### src/rtl/param_fifo_pkg.sv
// Shared types and helpers for the parametrised FIFO.
package param_fifo_pkg;

   // Status bundle produced by the pointer logic each cycle.
   typedef struct packed {
      logic full;
      logic empty;
      logic almost_full;
      logic almost_empty;
   } fifo_status_t;

   // Ceiling log2, usable in parameter expressions.
   function automatic int clog2(input int value);
      int result;
      result = 0;
      while ((1 << result) < value) result++;
      return result;
   endfunction

endpackage

### src/rtl/param_fifo_mem.sv
// Register-array storage: one synchronous write port, one asynchronous read port.
module param_fifo_mem #(
   parameter int DATA_WIDTH = 8,
   parameter int FIFO_DEPTH = 8,
   parameter int PTR_WIDTH  = 3
) (
   input  logic                  clk,
   input  logic                  we,
   input  logic [PTR_WIDTH-1:0]  waddr,
   input  logic [DATA_WIDTH-1:0] wdata,
   input  logic [PTR_WIDTH-1:0]  raddr,
   output logic [DATA_WIDTH-1:0] rdata
);

   logic [DATA_WIDTH-1:0] mem [FIFO_DEPTH];

   // Storage is deliberately not reset; pointers define which words are valid.
   always_ff @(posedge clk) begin
      if (we) mem[waddr] <= wdata;
   end

   assign rdata = mem[raddr];

endmodule

### src/rtl/param_fifo.sv
// Parametrised single-clock FIFO with thresholds, occupancy, sticky errors,
// synchronous flush and optional first-word-fall-through read.
module param_fifo
   import param_fifo_pkg::*;
#(
   parameter int DATA_WIDTH = 8,
   parameter int FIFO_DEPTH = 8,
   parameter int PTR_WIDTH  = 3,
   parameter int AF_THRESH  = FIFO_DEPTH - 2,
   parameter int AE_THRESH  = 2,
   parameter bit FWFT       = 1'b0
) (
   input  logic                  clk,
   input  logic                  rst_n,
   input  logic                  flush,
   input  logic                  wr_en,
   input  logic [DATA_WIDTH-1:0] data_in,
   input  logic                  rd_en,
   output logic [DATA_WIDTH-1:0] data_out,
   output logic                  full,
   output logic                  empty,
   output logic                  almost_full,
   output logic                  almost_empty,
   output logic [PTR_WIDTH:0]    count,
   output logic                  overflow,
   output logic                  underflow
);

   // Elaboration-time legality checks on the parameter set.
   if (PTR_WIDTH != clog2(FIFO_DEPTH)) begin : g_bad_ptr
      $error("param_fifo: PTR_WIDTH must equal log2(FIFO_DEPTH)");
   end
   if (FIFO_DEPTH < 2 || (FIFO_DEPTH & (FIFO_DEPTH - 1)) != 0) begin : g_bad_depth
      $error("param_fifo: FIFO_DEPTH must be a power of two >= 2");
   end
   if (!(AE_THRESH < AF_THRESH && AF_THRESH <= FIFO_DEPTH)) begin : g_bad_thresh
      $error("param_fifo: need AE_THRESH < AF_THRESH <= FIFO_DEPTH");
   end

   localparam logic [PTR_WIDTH:0] PTR_ONE = (PTR_WIDTH+1)'(1);
   localparam logic [PTR_WIDTH:0] AF_CNT  = (PTR_WIDTH+1)'(AF_THRESH);
   localparam logic [PTR_WIDTH:0] AE_CNT  = (PTR_WIDTH+1)'(AE_THRESH);

   logic [PTR_WIDTH:0]    wr_ptr, rd_ptr;
   logic [DATA_WIDTH-1:0] rd_data;
   logic                  rd_accept, wr_accept, wr_refuse, rd_refuse;
   fifo_status_t          status;

   // Occupancy and flags come straight from the registered pointers; the
   // extra wrap bit distinguishes full from empty when the indices match.
   assign count = wr_ptr - rd_ptr;
   assign status.empty        = (wr_ptr == rd_ptr);
   assign status.full         = (wr_ptr[PTR_WIDTH] != rd_ptr[PTR_WIDTH]) &&
                                (wr_ptr[PTR_WIDTH-1:0] == rd_ptr[PTR_WIDTH-1:0]);
   assign status.almost_full  = (count >= AF_CNT);
   assign status.almost_empty = (count <= AE_CNT);

   assign full         = status.full;
   assign empty        = status.empty;
   assign almost_full  = status.almost_full;
   assign almost_empty = status.almost_empty;

   // flush masks both requests; a read frees the slot a write-while-full needs.
   assign rd_accept = rd_en && !status.empty && !flush;
   assign rd_refuse = rd_en &&  status.empty && !flush;
   assign wr_accept = wr_en && (!status.full || rd_accept) && !flush;
   assign wr_refuse = wr_en &&  status.full && !rd_accept && !flush;

   param_fifo_mem #(
      .DATA_WIDTH (DATA_WIDTH),
      .FIFO_DEPTH (FIFO_DEPTH),
      .PTR_WIDTH  (PTR_WIDTH)
   ) u_mem (
      .clk   (clk),
      .we    (wr_accept),
      .waddr (wr_ptr[PTR_WIDTH-1:0]),
      .wdata (data_in),
      .raddr (rd_ptr[PTR_WIDTH-1:0]),
      .rdata (rd_data)
   );

   // Pointer advance; natural rollover of the wrap bit needs no special case.
   always_ff @(posedge clk or negedge rst_n) begin
      if (!rst_n) begin
         wr_ptr <= '0;
         rd_ptr <= '0;
      end else if (flush) begin
         wr_ptr <= '0;
         rd_ptr <= '0;
      end else begin
         if (wr_accept) wr_ptr <= wr_ptr + PTR_ONE;
         if (rd_accept) rd_ptr <= rd_ptr + PTR_ONE;
      end
   end

   // Sticky error flags, cleared only by reset or flush.
   always_ff @(posedge clk or negedge rst_n) begin
      if (!rst_n) begin
         overflow  <= 1'b0;
         underflow <= 1'b0;
      end else if (flush) begin
         overflow  <= 1'b0;
         underflow <= 1'b0;
      end else begin
         if (wr_refuse) overflow  <= 1'b1;
         if (rd_refuse) underflow <= 1'b1;
      end
   end

   if (FWFT) begin : g_fwft
      // Head word is presented combinationally; rd_en only acknowledges it.
      assign data_out = rd_data;
   end else begin : g_std
      logic [DATA_WIDTH-1:0] dout_q;
      // Registered read: load the head word on an accepted pop, else hold.
      always_ff @(posedge clk or negedge rst_n) begin
         if (!rst_n)         dout_q <= '0;
         else if (flush)     dout_q <= '0;
         else if (rd_accept) dout_q <= rd_data;
      end
      assign data_out = dout_q;
   end

endmodule

### config.mk
export PLATFORM = sky130hd
export DESIGN_NAME = param_fifo
export DESIGN_NICKNAME = d
export VERILOG_FILES = /design/src/rtl/param_fifo_pkg.sv /design/src/rtl/param_fifo_mem.sv /design/src/rtl/param_fifo.sv
export SDC_FILE = /design/constraint.sdc
export NUM_CORES = 1
export LEC_CHECK = 0
export BUFFER_PORTS_ARGS = -buffer_cell sky130_fd_sc_hd__buf_4
export CAP_MARGIN = 20
export CORE_AREA = 2 2 108 68
export DETAILED_ROUTE_END_ITERATION = 12
export DIE_AREA = 0 0 110 70
export PLACE_DENSITY = 0.71
export SLEW_MARGIN = 10
export SYNTH_ARGS = -nofsm -noshare
export SYNTH_HDL_FRONTEND = slang
export SYNTH_SLANG_ARGS = --single-unit
### constraint.sdc
create_clock -name clk -period 3.05 [get_ports clk]
set_input_delay 0.61 -clock clk [delete_from_list [all_inputs] [get_ports clk]]
set_output_delay 0.61 -clock clk [all_outputs]
set_load 0.1 [all_outputs]
==> impl_metrics.toml <==
[global_routing]
grt_usage = 0.1979
overflow = 0
grt_pass1_vias = 1987
antenna_found_initial = 0
grt_max_degree = 26
grt_pass1_wl_um = 10780

[power]
power_uw = 3280
pwr_density_cell_nw_per_um2 = 791.4
vdd_drop_max_uv = 849.8
leakagePower_uw = 0.001508

[yosys]
yosysSeqAreaShare = 0.6832
synth_area_leaders = "edfxtp_1 55%, dfrtp_1 13%, mux4_2 10%"
synth_most_common_cell = "edfxtp_1"
syn-num-nets = 232
synth_cell_types = 36
avgSynthCellArea_um2 = 16.30
yosys.area.top_type = "edfxtp_1"
synth_common_cells = "64 x edfxtp_1, 21 x nand2_1, 19 x nor2_1, 18 x dfrtp_1, 16 x mux4_2"
yosysWarnings = 0
synth-main-ff-cell = "edfxtp_1"
syn_area_um2 = 3472
ys_seq_elements = 82
syn_inst = 213
synth_top_area_share = 0.5535
synth-async-reset-ratio = 0.2195
synth-edff-count = 64

[flow_run]
cap_violations = 0

[placement]
place_ws_ps = 439.4
dp_hpwl_um = 4344
placed_cell_area_um2 = 3894
place_congestion = 0.8012
io_buffer_count = 30

[cts]
htree_levels = 3
cts_tree = "done"
cts.path.max_buffers = 2
cts_setup_buffers = 0
clock_latency_ps = 350
hold_buffers = 0
cts_num_sinks = 82
cts_buffers = 9
clkSlewWorstSetupHoldPaths_ps = 80
cts_root_buffer = "clkbuf_8"

[drt]
dr.first_iter.drc_count = 109
drtAntennaViolNets = 0
wl_um = 6734
dr.pass1.iters = 4
routed_via_density = 5.531
drc = 0
vias = 1958
post_drt_wl_per_cell_um = 19.02

[finish]
stdcell_area_um2 = 4144
final-seq-area_um2 = 2372
diodes = 0
finalNetCount = 278
post-route-util = 0.6026
multiInputGateArea_um2 = 1059
syn_to_final_growth_pct = 19.35
fillers = 522
drive_gt1_frac = 0.3498

[die]
io_pins = 31
core_um2 = 6877
die_h_um = 70
start_util = 0.5049
rows = 24
dieWidth_um = 110
dieArea_um2 = 7700

[sta]
max_freq_ghz = 0.3464
setup_ws_ps = 163.2
finalHoldViolations = 0
slew_headroom = 0.3927
final.setup.tns_ps = 0
period_share = 0.9465
worst_pin_slew_ps = 907.6
rsz0062_at_grt = "no"
post-route-min-period_ps = 2887
fin_skew_ps = 10.35
setup_viol = 0
drv_slew = 0

[setup_path]
cp_max_fo = 7
cp.arrival_ps = 2280
crit_type = "flip-flop to output port"
crit_path_start = "wr_ptr[0]"
worst_setup_path_start_kind = "flip-flop"
worstPathRequired_ps = 2440
endpoint_kind = "output port"
r2r-start = "wr_ptr[2]"

[status]
status = "complete, no violations"

[min_path]
hold_class = "primary input to async pin"
[cell type report]
type                            count  share of cell area
Clock buffer                        9             0.02989
Clock inverter                      6             0.02778
Inverter                            7            0.006341
Multi-Input combinational cell    115              0.2554
Sequential cell                    82              0.5725
Tap cell                           91             0.02748
Timing Repair Buffer               44             0.08062
[state kept, by name (all words and copies together), names as in the netlist]
name       count
overflow       1
data_out       8
rd_ptr         4
u_mem.mem     64
wr_ptr         4
underflow      1
[power breakdown]
part / total (µW) / internal (µW) / leakage, µW / switching, µW
Sequential: 1280 / 1250 / 0.000822 / 25.8
Clock: 931 / 543 / 0.000116 / 388
Combinational: 1070 / 299 / 0.000570 / 772
Total: 3280 / 2090 / 0.00151 / 1190
[cells by family after synthesis]
family | Yosys count | share of synthesized area
and+or+nand+nor | 62 | 0.08288
buffers and inverters | 16 | 0.02811
adders and majority gates | 6 | 0.02378
xor gates and xnor gates | 8 | 0.02451
DFF | 82 | 0.6832
AOI/OAI and AO/OA | 22 | 0.05081
muxes | 17 | 0.1067
[through the flow]
stage	hold slack (ps)	std cells
after floorplan	314.4	213
after global placement	479.8	338
after detailed placement	493.8	338
after CTS	121.5	353
after global routing	121.8	354
final	122.2	354
[timing repair]
item                                    in CTS  in global routing
gates resized for setup                      0                  1
endpoints found under the hold margin        0                  0
endpoints found under the setup margin       0                  1
[critical path, stage by stage (launching register included)]
cell,delay (ps)
dfrtp_1,460
inv_1,120
ha_1,230
fa_1,460
xnor2_4,160
a21oi_1,130
o21a_2,150
buf_6,220
[worst paths after layout]
path                              endpoint  slack, ps  cells after the start
setup reg to reg           u_mem.mem[0][7]        530                      5
hold reg to reg                  underflow        520                      2
setup / recovery              almost_empty        160                      7
hold / removal                   underflow        120                      1
max in group asynchronous      data_out[7]       2700                      1
min in group clk           u_mem.mem[5][5]        490                      1
[placed cells by master (no fill, tap or decap), types with 3 or more instances in the layout]
cell / Yosys / layout
a21oi_1: 5 / 5
a311oi_1: 7 / 7
buf_4: 1 / 43
bufinv_16: 0 / 3
clkbuf_8: 0 / 9
dfrtp_1: 18 / 18
edfxtp_1: 64 / 64
ha_1: 5 / 5
inv_1: 6 / 6
mux4_2: 16 / 16
nand2_1: 21 / 21
nand2b_1: 4 / 4
nor2_1: 19 / 16
nor2_2: 1 / 4
nor2b_1: 3 / 3
nor3_1: 4 / 4
nor4_2: 0 / 4
xnor2_1: 4 / 3
[per-layer routing]
layer,GRT usage,vias to the layer above,part of all wire
met5,0,-,0
met4,0.04923,0,0.013
met3,0.06909,7,0.053
met2,0.2931,58,0.48
met1,0.2838,987,0.46
li1,-,906,-
No activity file was read; power rests on OpenSTA's default activity.
